$ cat src/rtl/lcd_nibble_driver_if.sv
// rtl/lcd_nibble_driver_if.sv - sequencer-side request/response and LCD pad bundle for lcd_nibble_driver
interface lcd_nibble_driver_if;
   logic       sendCommand_tick;
   logic [3:0] commandToSend;
   logic       commandToSendRs;
   logic       read_busy;
   logic       commandDone;
   logic       lcd_e;
   logic       lcd_rs;
   logic       lcd_rw;
   logic [3:0] lcd_data_out;
   logic       lcd_data_oe;
   logic [3:0] lcd_data_in;
   logic       busy_timeout;

   modport master (
      output sendCommand_tick, commandToSend, commandToSendRs, read_busy, lcd_data_in,
      input  commandDone, lcd_e, lcd_rs, lcd_rw, lcd_data_out, lcd_data_oe, busy_timeout
   );

   modport slave (
      input  sendCommand_tick, commandToSend, commandToSendRs, read_busy, lcd_data_in,
      output commandDone, lcd_e, lcd_rs, lcd_rw, lcd_data_out, lcd_data_oe, busy_timeout
   );
endinterface

$ cat src/rtl/lcd_nibble_driver.sv
// rtl/lcd_nibble_driver.sv - HD44780 4-bit bus nibble writer with optional busy-flag polling
// Optional bounded busy poll with sticky busy_timeout: define LCD_BUSY_TIMEOUT_EN.
module lcd_nibble_driver #(
   parameter int unsigned SETUP_CYCLES   = 2,
   parameter int unsigned E_HIGH_CYCLES  = 12,
   parameter int unsigned HOLD_CYCLES    = 12,
   parameter int unsigned TIMEOUT_CYCLES = 50000
) (
   input  logic                 CLK,
   input  logic                 RESET,
   lcd_nibble_driver_if.slave   bus
);
   localparam int unsigned M1   = (SETUP_CYCLES > E_HIGH_CYCLES) ? SETUP_CYCLES : E_HIGH_CYCLES;
   localparam int unsigned M2   = (M1 > HOLD_CYCLES) ? M1 : HOLD_CYCLES;
   localparam int unsigned MAXP = (M2 > TIMEOUT_CYCLES) ? M2 : TIMEOUT_CYCLES;
   localparam int unsigned CW   = $clog2(MAXP) + 1;

   typedef enum logic [3:0] {
      IDLE, W_SETUP, W_EHI, W_HOLD,
      BF_SETUP, BF_E1HI, BF_E1HOLD, BF_E2HI, BF_E2HOLD,
      DONE
   } state_t;

   state_t        r_state;
   logic [CW-1:0] r_cnt;
   logic          r_rd_busy;
   logic          r_bf;
   logic          r_e;
   logic          r_rs;
   logic          r_rw;
   logic          r_oe;
   logic          r_done;
   logic [3:0]    r_data;

   logic w_last_setup;
   logic w_last_ehi;
   logic w_last_hold;
   logic w_in_poll;

   assign w_last_setup = (r_cnt == CW'(SETUP_CYCLES - 1));
   assign w_last_ehi   = (r_cnt == CW'(E_HIGH_CYCLES - 1));
   assign w_last_hold  = (r_cnt == CW'(HOLD_CYCLES - 1));
   assign w_in_poll    = (r_state == BF_SETUP)  || (r_state == BF_E1HI) ||
                         (r_state == BF_E1HOLD) || (r_state == BF_E2HI) ||
                         (r_state == BF_E2HOLD);

`ifdef LCD_BUSY_TIMEOUT_EN
   logic [CW-1:0] r_poll_cnt;
   logic          r_timeout;
   logic          w_poll_expired;

   // A clean BF=0 exit on the very last poll cycle wins over the timeout.
   assign w_poll_expired = w_in_poll && (r_poll_cnt == CW'(TIMEOUT_CYCLES - 1)) &&
                           !((r_state == BF_E2HOLD) && w_last_hold && !r_bf);
   assign bus.busy_timeout = r_timeout;
`else
   assign bus.busy_timeout = 1'b0;
`endif

   always_ff @(posedge CLK or posedge RESET) begin
      if (RESET) begin
         r_state   <= IDLE;
         r_cnt     <= '0;
         r_rd_busy <= 1'b0;
         r_bf      <= 1'b0;
         r_e       <= 1'b0;
         r_rs      <= 1'b0;
         r_rw      <= 1'b0;
         r_oe      <= 1'b1;
         r_done    <= 1'b0;
         r_data    <= 4'h0;
`ifdef LCD_BUSY_TIMEOUT_EN
         r_poll_cnt <= '0;
         r_timeout  <= 1'b0;
`endif
      end else begin
         r_done <= 1'b0;
         r_cnt  <= r_cnt + CW'(1);
         case (r_state)
            IDLE: begin
               r_cnt <= '0;
               if (bus.sendCommand_tick) begin
                  r_data    <= bus.commandToSend;
                  r_rs      <= bus.commandToSendRs;
                  r_rd_busy <= bus.read_busy;
                  r_rw      <= 1'b0;
                  r_oe      <= 1'b1;
                  r_state   <= W_SETUP;
               end
            end
            W_SETUP: if (w_last_setup) begin
               r_e     <= 1'b1;
               r_cnt   <= '0;
               r_state <= W_EHI;
            end
            W_EHI: if (w_last_ehi) begin
               r_e     <= 1'b0;
               r_cnt   <= '0;
               r_state <= W_HOLD;
            end
            W_HOLD: if (w_last_hold) begin
               r_cnt <= '0;
               if (r_rd_busy) begin
                  r_rs    <= 1'b0;
                  r_rw    <= 1'b1;
                  r_oe    <= 1'b0;
                  r_state <= BF_SETUP;
`ifdef LCD_BUSY_TIMEOUT_EN
                  r_poll_cnt <= '0;
`endif
               end else begin
                  r_done  <= 1'b1;
                  r_state <= DONE;
               end
            end
            BF_SETUP: if (w_last_setup) begin
               r_e     <= 1'b1;
               r_cnt   <= '0;
               r_state <= BF_E1HI;
            end
            BF_E1HI: if (w_last_ehi) begin
               r_bf    <= bus.lcd_data_in[3];
               r_e     <= 1'b0;
               r_cnt   <= '0;
               r_state <= BF_E1HOLD;
            end
            BF_E1HOLD: if (w_last_hold) begin
               r_e     <= 1'b1;
               r_cnt   <= '0;
               r_state <= BF_E2HI;
            end
            BF_E2HI: if (w_last_ehi) begin
               r_e     <= 1'b0;
               r_cnt   <= '0;
               r_state <= BF_E2HOLD;
            end
            BF_E2HOLD: if (w_last_hold) begin
               r_cnt <= '0;
               if (r_bf) begin
                  r_state <= BF_SETUP;
               end else begin
                  r_rw    <= 1'b0;
                  r_oe    <= 1'b1;
                  r_done  <= 1'b1;
                  r_state <= DONE;
               end
            end
            DONE: begin
               r_cnt   <= '0;
               r_state <= IDLE;
            end
            default: begin
               r_cnt   <= '0;
               r_state <= IDLE;
            end
         endcase
`ifdef LCD_BUSY_TIMEOUT_EN
         if (w_in_poll) begin
            r_poll_cnt <= r_poll_cnt + CW'(1);
            if (w_poll_expired) begin
               r_e       <= 1'b0;
               r_rw      <= 1'b0;
               r_oe      <= 1'b1;
               r_done    <= 1'b1;
               r_timeout <= 1'b1;
               r_cnt     <= '0;
               r_state   <= DONE;
            end
         end
`endif
      end
   end

   assign bus.commandDone  = r_done;
   assign bus.lcd_e        = r_e;
   assign bus.lcd_rs       = r_rs;
   assign bus.lcd_rw       = r_rw;
   assign bus.lcd_data_out = r_data;
   assign bus.lcd_data_oe  = r_oe;
endmodule

$ cat src/flat_wrapper.sv
// flat-port wrapper written by rule: the top's interface ports become plain ports
module lcd_nibble_driver_flat 
#(
   parameter int unsigned SETUP_CYCLES   = 2,
   parameter int unsigned E_HIGH_CYCLES  = 12,
   parameter int unsigned HOLD_CYCLES    = 12,
   parameter int unsigned TIMEOUT_CYCLES = 50000
)
  (CLK, RESET, bus_sendCommand_tick, bus_commandToSend, bus_commandToSendRs, bus_read_busy, bus_lcd_data_in, bus_commandDone, bus_lcd_e, bus_lcd_rs, bus_lcd_rw, bus_lcd_data_out, bus_lcd_data_oe, bus_busy_timeout);
  lcd_nibble_driver_if bus_i ();
  input  logic CLK;
  input  logic RESET;
  input wire logic [$bits(bus_i.sendCommand_tick)-1:0] bus_sendCommand_tick;
  input wire logic [$bits(bus_i.commandToSend)-1:0] bus_commandToSend;
  input wire logic [$bits(bus_i.commandToSendRs)-1:0] bus_commandToSendRs;
  input wire logic [$bits(bus_i.read_busy)-1:0] bus_read_busy;
  input wire logic [$bits(bus_i.lcd_data_in)-1:0] bus_lcd_data_in;
  output wire logic [$bits(bus_i.commandDone)-1:0] bus_commandDone;
  output wire logic [$bits(bus_i.lcd_e)-1:0] bus_lcd_e;
  output wire logic [$bits(bus_i.lcd_rs)-1:0] bus_lcd_rs;
  output wire logic [$bits(bus_i.lcd_rw)-1:0] bus_lcd_rw;
  output wire logic [$bits(bus_i.lcd_data_out)-1:0] bus_lcd_data_out;
  output wire logic [$bits(bus_i.lcd_data_oe)-1:0] bus_lcd_data_oe;
  output wire logic [$bits(bus_i.busy_timeout)-1:0] bus_busy_timeout;
  assign bus_i.sendCommand_tick = bus_sendCommand_tick;
  assign bus_i.commandToSend = bus_commandToSend;
  assign bus_i.commandToSendRs = bus_commandToSendRs;
  assign bus_i.read_busy = bus_read_busy;
  assign bus_i.lcd_data_in = bus_lcd_data_in;
  assign bus_commandDone = bus_i.commandDone;
  assign bus_lcd_e = bus_i.lcd_e;
  assign bus_lcd_rs = bus_i.lcd_rs;
  assign bus_lcd_rw = bus_i.lcd_rw;
  assign bus_lcd_data_out = bus_i.lcd_data_out;
  assign bus_lcd_data_oe = bus_i.lcd_data_oe;
  assign bus_busy_timeout = bus_i.busy_timeout;
  lcd_nibble_driver #(.SETUP_CYCLES(SETUP_CYCLES), .E_HIGH_CYCLES(E_HIGH_CYCLES), .HOLD_CYCLES(HOLD_CYCLES), .TIMEOUT_CYCLES(TIMEOUT_CYCLES)) u_core (.CLK(CLK), .RESET(RESET), .bus(bus_i));
endmodule
$ cat config.mk
export PLATFORM = sky130hd
export DESIGN_NAME = lcd_nibble_driver_flat
export DESIGN_NICKNAME = d
export VERILOG_FILES = /design/src/rtl/lcd_nibble_driver_if.sv /design/src/rtl/lcd_nibble_driver.sv /design/src/flat_wrapper.sv
export SDC_FILE = /design/constraint.sdc
export NUM_CORES = 1
export LEC_CHECK = 0
export BUFFER_PORTS_ARGS = -buffer_cell sky130_fd_sc_hd__buf_2
export CAP_MARGIN = 20
export CORE_MARGIN = 1
export CORE_UTILIZATION = 45
export CTS_CLUSTER_SIZE = 28
export DETAILED_ROUTE_END_ITERATION = 8
export GPL_TIMING_DRIVEN = 1
export SETUP_SLACK_MARGIN = 0.3
export SYNTH_ARGS = -nofsm -noshare
export SYNTH_HDL_FRONTEND = slang
export SYNTH_SLANG_ARGS = --single-unit
export TNS_END_PERCENT = 1
$ cat constraint.sdc
create_clock -name CLK -period 4 [get_ports CLK]
set_clock_uncertainty 0.1 [all_clocks]
set_input_delay 0.4 -clock CLK [delete_from_list [all_inputs] [get_ports CLK]]
set_output_delay 0.4 -clock CLK [all_outputs]
set_load 0.02 [all_outputs]
==> results of run 1 <==
Yosys cell counts, drive strengths merged:
master	number
mux2	8
a21oi	7
or4	1
a21boi	1
o21ai	4
a22o	1
conb	1
o22ai	3
nor3	4
or2	2
nor2b	4
a31oi	2
nor4	5
nand3b	1
nand2b	2
buf	6
nand3	7
a211oi	2
nor2	31
dfrtp	31
nand4b	1
and4bb	1
nand4	5
xnor2	8
dfstp	1
ha	2
and3	2
o32a	3
inv	7
o31ai	1
nand2	10
xor2	7
mux2i	3
clkbuf	2
nor4b	1
critical path: cells and delay by family, from the launching register on:
family                   cells  cell delay, ns
AND/OR/NAND/NOR              5            1.36
flip-flops                   1            0.41
adder cells (fa/ha/maj)      1            0.25
cells in the final DEF (no fill, tap or decap), types with 2 or more instances in the layout:
| cell | count |
|---|---|
| sky130_fd_sc_hd__nor2_2 | 2 |
| sky130_fd_sc_hd__xnor2_1 | 8 |
| sky130_fd_sc_hd__buf_2 | 18 |
| sky130_fd_sc_hd__xor2_1 | 7 |
| sky130_fd_sc_hd__mux2_2 | 6 |
| sky130_fd_sc_hd__a21oi_1 | 7 |
| sky130_fd_sc_hd__clkbuf_8 | 5 |
| sky130_fd_sc_hd__and3_1 | 2 |
| sky130_fd_sc_hd__nor2_1 | 29 |
| sky130_fd_sc_hd__nor2b_1 | 4 |
| sky130_fd_sc_hd__nand2_1 | 9 |
| sky130_fd_sc_hd__o21ai_0 | 4 |
| sky130_fd_sc_hd__nor3_1 | 4 |
| sky130_fd_sc_hd__nand2b_1 | 2 |
| sky130_fd_sc_hd__o22ai_1 | 2 |
| sky130_fd_sc_hd__a31oi_1 | 2 |
| sky130_fd_sc_hd__nor4_4 | 3 |
| sky130_fd_sc_hd__ha_1 | 2 |
| sky130_fd_sc_hd__nand4_1 | 4 |
| sky130_fd_sc_hd__dfrtp_1 | 31 |
| sky130_fd_sc_hd__nand3_1 | 6 |
| sky130_fd_sc_hd__mux2i_1 | 3 |
| sky130_fd_sc_hd__o32a_1 | 3 |
| sky130_fd_sc_hd__a211oi_2 | 2 |
| sky130_fd_sc_hd__inv_1 | 7 |
per-layer routing:
layer / share of wire / up-vias
li1: - / 644
met1: 0.42 / 665
met2: 0.52 / 21
met3: 0.036 / 7
met4: 0.014 / 0
met5: 0 / -
final timing paths:
kind,start,end,slack (ns),cells past startpoint
min in group CLK,bus_commandToSend[0],u_core.bus.lcd_data_out[0]$_DFFE_PP0P_,0.25,2
min,RESET,u_core.r_cnt[11]$_DFF_PP0_,0.09,3
min reg2reg,u_core.bus.lcd_rw$_DFFE_PP0P_,u_core.bus.lcd_rw$_DFFE_PP0P_,0.38,1
max,u_core.r_cnt[0]$_DFF_PP0_,u_core.r_cnt[6]$_DFF_PP0_,1.73,6
max reg2reg,u_core.r_cnt[0]$_DFF_PP0_,u_core.r_cnt[6]$_DFF_PP0_,1.73,6
max in group asynchronous,RESET,u_core.bus.lcd_data_oe$_DFFE_PP1P_,3.39,3
cell type report:
class | instances | area [sq um]
Multi-Input combinational cell | 130 | 917.1
Inverter | 7 | 26.28
Fill cell | 355 | 1733
Tap cell | 48 | 60.06
Clock buffer | 6 | 72.57
Timing Repair Buffer | 19 | 97.59
Sequential cell | 32 | 802.0
Clock inverter | 2 | 35.03
sequential cells by signal, indices dropped and copies added, names as in the netlist:
signal                   count
u_core.bus.commandDone       1
u_core.bus.lcd_data_oe       1
u_core.bus.lcd_data_out      4
u_core.bus.lcd_e             1
u_core.bus.lcd_rs            1
u_core.bus.lcd_rw            1
u_core.r_bf                  1
u_core.r_cnt                17
u_core.r_rd_busy             1
u_core.r_state               4
power by group through the flow:
stage               Sequential [mW]  Combinational [mW]  Clock [mW]
floorplan                     0.500               0.434           0
global placement              0.497               0.490           0
detailed placement            0.503               0.506           0
CTS                           0.497               0.508       0.312
global route                  0.514               0.560       0.322
finish                        0.499               0.502       0.299
through the flow:
step | instance area (sq um) | power (mW) | setup slack [ns]
2_1_floorplan | 1807 | 0.9343 | 2.117
3_3_place_gp | 1903 | 0.9877 | 1.839
3_5_place_dp | 1903 | 1.010 | 1.744
4_1_cts | 2011 | 1.317 | 1.737
5_1_grt | 2011 | 1.396 | 1.561
6_report | 2011 | 1.300 | 1.727
kinds of logic (layout without fill, tap and decap cells):
logic type / after synthesis / in the layout / synth area share
AOI/OAI and AO/OA: 24 / 24 / 0.09487
xor gates and xnor gates: 15 / 15 / 0.07272
adders and majority gates: 2 / 2 / 0.01385
buffers and inverters: 15 / 34 / 0.04847
DFF: 32 / 32 / 0.4439
muxes: 11 / 11 / 0.06855
other: 1 / 1 / 0.002076
and+or+nand+nor: 77 / 77 / 0.2555
==> summary by stage, run 1 <==
Global route
The first global-routing pass estimated 5720 um of wire. met2 is the most crowded layer. The remaining global-route overflow is 0. For this run, the total global-route usage over all layers was measured as 0.1790. The met2 global-route usage is 0.3093.

The initial antenna violation count came to 0. The number of global-route vias before repair is 1299. Entering global routing, the biggest net connects 33 pins. The met3 track demand over resource in global routing is 0.05035. The global-route met1 utilization is 0.2089.

Layout
The number of antenna diodes in the final layout is 0. The area growth from synthesis to layout is 11.29%. For this run, the share of the core covered by cells in the final layout is 0.5371.

The final cell count without fillers is 244. The net count reported at finish is 210. In the final layout, the share of cells above drive strength 1 is 0.2500.

Synth
The number of library cell types mapped by synthesis is 47. In this run the cell area of the synthesized design comes to 1807 sq um. The synthesis warning total is 0. The synthesized area per cell is 10.21 sq um. In the post-synthesis netlist, the biggest area contributors are sky130_fd_sc_hd__dfrtp_1 43%, sky130_fd_sc_hd__nor2_1 6.0%, sky130_fd_sc_hd__xnor2_1 3.9%.

The portion of the post-synthesis area used by sequential elements is 0.4439. The largest total area in the synthesized netlist belongs to sky130_fd_sc_hd__dfrtp_1. The cell count after synthesis is 177.

The share of the synthesized area in the top cell type is 0.4294. The number of nets handed over by synthesis was 192. The number of flip-flops and latches in the synthesized netlist is 32.

Setup path
Traced cell by cell, the critical path runs through ha_1 > and4bb_2 > nand4_4 > nand2_1 > and3_1 > nor2_1. The slowest cell on the critical path is sky130_fd_sc_hd__and3_1. STA puts the critical path data required time at 4.03 ns. Along the worst path, the maximum fanout reaches 17. The highest cell delay on the worst timing path is 0.60 ns. STA classifies the critical path startpoint as a register. The type of the setup path with the least slack is register to register. The data arrival at the endpoint of the critical path is 2.30 ns. STA classifies the critical path endpoint as a register.

Route
The number of vias after detailed routing is 1337. The number of design rule violations left after detail routing is 0. The initial DRC count is 126. In this run the remaining antenna-violating nets after routing total 0. The total wire length is 3402 um. The first detailed-routing pass took 4 iterations. The per-cell via count in the routed design is 5.480. In the final routed layout, each cell accounts on average for 13.94 um.

Pwr
Dividing total power by cell area gives a power density of 646.6 nW/um^2. The analysis attributes to net switching a power of 503.5 uW. Of the total power, the clock network draws 0.230. The static leakage power is 0.8783 nW. IR analysis of the VDD net gives a maximum drop of 0.3105 mV. The total internal power is 796.7 uW. Of the total power, the share spent switching nets is 0.3872. The share of total power dissipated in sequential elements is 0.384.

The share of total power in combinational logic is 0.386.

Run
Max-cap violations in this run came to 0.

STA
The worst slew margin relative to its limit is 0.5469. Across all hold checks on the routed design, the worst slack comes to 0.09311 ns. The number of pins exceeding their max-slew limit in the final report was 0. The setup TNS is 0 ns.

The final hold violation count is 0. Derived from the worst setup path, the maximum achievable clock frequency is 440.0 MHz. The transition time of the tightest slew-check pin is 0.6796 ns. Setup repair after global routing left no endpoint under its margin.

The post-route fraction of the period consumed by the critical path is 0.5682. Subtracting the final worst setup slack from the clock period gives 2.273 ns. Setup violations remaining at the end of the flow were counted as 0.

CTS
The buffers inserted during post-CTS setup optimization is 0. The clock input transition at the sequential cells of the worst setup and hold paths is 0.06 ns. The tree is rooted in a sky130_fd_sc_hd__clkbuf_8.

The H-tree was split into 2 levels. The count of instances resized after the clock tree is built is 0. The longest clock path from root to sink contains 2 buffers. The post-cts hold buffer count is 0.

The clock net sink count is 32. The number of CTS-inserted buffers is 5. TritonCTS built the clock tree. At the later pin of the worst-skew pair, clock insertion delay measures 0.28 ns.

Floorplan
The die is 65.37 um tall. The die covers 4273 sq um. The initial utilization of the core area, before any placement, comes to 0.4826.

The floorplan die width is 65.37 um. 23 I/O pins were placed. The core outline area is 3744 sq um. After floorplanning, the core was divided into 22 placement rows.

Placed design
The sum of net half-perimeters after detailed placement is 2479 um. After detailed placement, the design holds a cell count of 236. At the end of routability-driven placement, the weighted congestion stood at 0.7897. The count of input and output buffers is 18.

Outcome
The run finished with clean final reports.

Worst hold path
The worst hold path class is primary input to async pin.
Note: power is estimated with default switching activity, not from simulation.
==> inputs of run 2 (changes only) <==
==> constraint.sdc (replaced) <==
create_clock -name CLK -period 2.3 [get_ports CLK]
set_clock_uncertainty 0.1 [all_clocks]
set_input_delay 0.23 -clock CLK [delete_from_list [all_inputs] [get_ports CLK]]
set_output_delay 0.23 -clock CLK [all_outputs]
set_load 0.02 [all_outputs]
==> run 2 against run 1 <==
  * Wire length up 1.6%
  * Worst hold slack worse by 0.014 ns
  * Clock power up 75%
  * Critical path type unchanged
  * Critical endpoint is now u_core.r_state[2]$_DFFE_PP0P_
==> summary by stage, run 2 (same netlist as run 1, synthesis figures left out) <==
CTS
The clock input transition at the sequential cells of the worst setup and hold paths was 0.07 ns (about the same). The root cell of the clock tree is sky130_fd_sc_hd__clkbuf_8. The clock net sink count came to 32 (unchanged). TritonCTS built the clock tree. The maximum root-to-sink buffer count was 2 (unchanged). The number of H-tree branching levels is 2 (unchanged).

The number of CTS-inserted buffers is 5 (unchanged). The clock network latency to the later pin of the worst-skew pair is 0.28 ns (about the same).

Global route
The largest net degree at the start of global routing came to 33 (unchanged). The number of global-route vias before repair is 1369 (+5.4%). The global-route wire length before repair is 6168 um (+7.8%). The global-route total usage across every layer is 0.1892 (+0.01015). The initial antenna violation count is 0 (unchanged). The remaining global-route overflow came to 0 (unchanged).

Layout
The layout cell share with drive strength beyond 1 is 0.2941 (+0.04412). The growth of design area from synthesis to finish is 16.97%. The diode insertion count for antenna repair is 0 (unchanged). The final cell count without fillers is 252 (+3.3%).

The post-layout utilization of the core is 0.5645 (+0.02741). Counting flops per register, the top entry is u_core.r_cnt. The number of flip-flops under the largest register name is 17 (unchanged).

The net count reported at finish is 218 (+3.8%). The library cells used most frequently in the layout, excluding fill and tap cells, are 30 x sky130_fd_sc_hd__dfrtp_1, 29 x sky130_fd_sc_hd__nor2_1, 18 x sky130_fd_sc_hd__buf_2. The library cell used most frequently in the layout, excluding fill and tap cells, is sky130_fd_sc_hd__dfrtp_1.

Route
The count of nets left with antenna violations after detail routing is 0 (unchanged). The average wire per cell in the routed design is 13.72 um (-1.6%). The number of vias after detailed routing came to 1356 (+1.4%). The per-cell via count in the routed design is 5.381 (-1.8%).

The total wire length came to 3457 um (+1.6%). The initial DRC count was 104 (-17%). The number of design rule violations left after detail routing came to 0 (unchanged).

The number of search-and-repair iterations in the first detailed-routing pass is 4 (unchanged).

Pwr
The share of total power in combinational logic is 0.441 (+0.055). The worst supply voltage drop on vdd is 0.6261 mV (+100%). The static leakage power is 0.9167 nW (+4.4%). The total internal power came to 1.485 mW (+86%). The power per cell area is 1142 nW/um^2 (+77%). The switching power share of the total was 0.3845 (-0.002708). The net switching power was 927.7 uW (+84%).

The share of total power in sequential cells is 0.342 (-0.042). The clock network fraction of total power is 0.217 (-0.013).

STA
The post-route fraction of the period consumed by the critical path is 0.8526 (+0.2844). Setup repair after global routing could not meet its margin everywhere. The final hold violation count is 0 (unchanged). The final setup slack of the worst path is 0.3391 ns (-1.388 ns). The setup-violating endpoint count in the final report came to 0 (unchanged). The number of pins exceeding their max-slew limit in the final report was 0 (unchanged). The timing-limited maximum frequency was 510.0 MHz (+16%).

The clock period minus worst slack was 1.961 ns (-0.3117 ns). The setup TNS is 0 ns (unchanged).

Placed design
The count of input and output buffers is 18 (unchanged). The sum of net half-perimeters after detailed placement came to 2379 um (-4.0%). The routability-driven placement congestion ratio is 0.8626 (+9.2%). The worst setup slack after placement is 0.2515 ns (-1.492 ns).

The post-placement cell count was 239 (+1.3%).

Setup path
The worst setup path is launched from a register. The largest fanout on the critical path is 7 (-10). The category of the worst setup path capture point is a register. The type of the setup path with the least slack is register to register. The required arrival time at the worst endpoint came to 2.36 ns (-1.67 ns). The data arrival at the endpoint of the critical path is 2.02 ns (-0.28 ns).

Run
The max-cap check violation count is 0 (unchanged).

Floorplan
The full die area is 4273 sq um (unchanged). The core outline area is 3744 sq um (unchanged). The vertical extent of the die is 65.37 um (unchanged). The effective utilization at floorplan is 0.4826 (unchanged). The number of ports placed on the die boundary is 23 (unchanged). The floorplan die width is 65.37 um (unchanged). The number of core rows was 22 (unchanged).

Outcome
The run finished with clean final reports.

Worst hold path
The tightest min-delay check is of the primary input to register type.
run 2: critical path, stage by stage (launching register included):
cell and delay, ns:
sky130_fd_sc_hd__dfrtp_1 0.39, sky130_fd_sc_hd__ha_2 0.23, sky130_fd_sc_hd__and4bb_2 0.26, sky130_fd_sc_hd__nand4_4 0.21, sky130_fd_sc_hd__o22ai_4 0.23, sky130_fd_sc_hd__nand2_2 0.11
sky130_fd_sc_hd__mux2_4 0.30
run 2: final cells by class:
type / count / area, sq um
fill: 351 / 1630
multi-input combinational: 130 / 952.2
sequential: 32 / 803.3
timing repair buffer: 27 / 163.9
clock buffer: 6 / 72.57
tap: 48 / 60.06
clock inverter: 2 / 35.03
inverter: 7 / 26.28
run 2: timing repair:
item | in CTS | in global routing
setup endpoints to repair | 3 | 20
resized for setup | 5 | 3
pin swaps | 1 | 1
hold endpoints to repair | 31 | 0
hold buffers | 1 | 0
setup buffers | 3 | 1
run 2: worst paths after layout:
check                                                    endpoint                                from  slack (ns)  depth (start not counted)
max                                 u_core.r_state[2]$_DFFE_PP0P_           u_core.r_cnt[1]$_DFF_PP0_        0.34                          6
min reg2reg                    u_core.bus.lcd_data_oe$_DFFE_PP1P_  u_core.bus.lcd_data_oe$_DFFE_PP1P_        0.37                          2
min                        u_core.bus.lcd_data_out[0]$_DFFE_PP0P_                bus_commandToSend[0]        0.08                          2
max in group asynchronous           u_core.r_state[0]$_DFFE_PP0P_                               RESET        1.31                          4
max reg2reg                         u_core.r_state[2]$_DFFE_PP0P_           u_core.r_cnt[1]$_DFF_PP0_        0.34                          6
min in group asynchronous              u_core.r_cnt[15]$_DFF_PP0_                               RESET        0.47                          4
run 2: stage by stage:
step           area (sq um)  hold slack, ns  total power, mW
2_1_floorplan          1807          0.2455            1.625
3_3_place_gp           1926          0.2271            1.758
3_5_place_dp           1926          0.2333            1.787
4_1_cts                2098         0.06862            2.385
5_1_grt                2113         0.07358            2.588
6_report               2113         0.07899            2.413
run 2: metal layers:
metal	vias up	track usage	part of all wire
li1	667	-	-
met1	657	0.2408	0.44
met2	28	0.3131	0.52
met3	4	0.05208	0.030
met4	0	0.05435	0.0078
met5	-	0	0
run 2: power groups by stage:
stage,Sequential (mW),Clock [mW],Combinational [mW]
2_1_floorplan,0.870,0,0.755
3_3_place_gp,0.825,0,0.933
3_5_place_dp,0.832,0,0.955
4_1_cts,0.818,0.537,1.03
5_1_grt,0.843,0.560,1.19
6_report,0.824,0.523,1.06
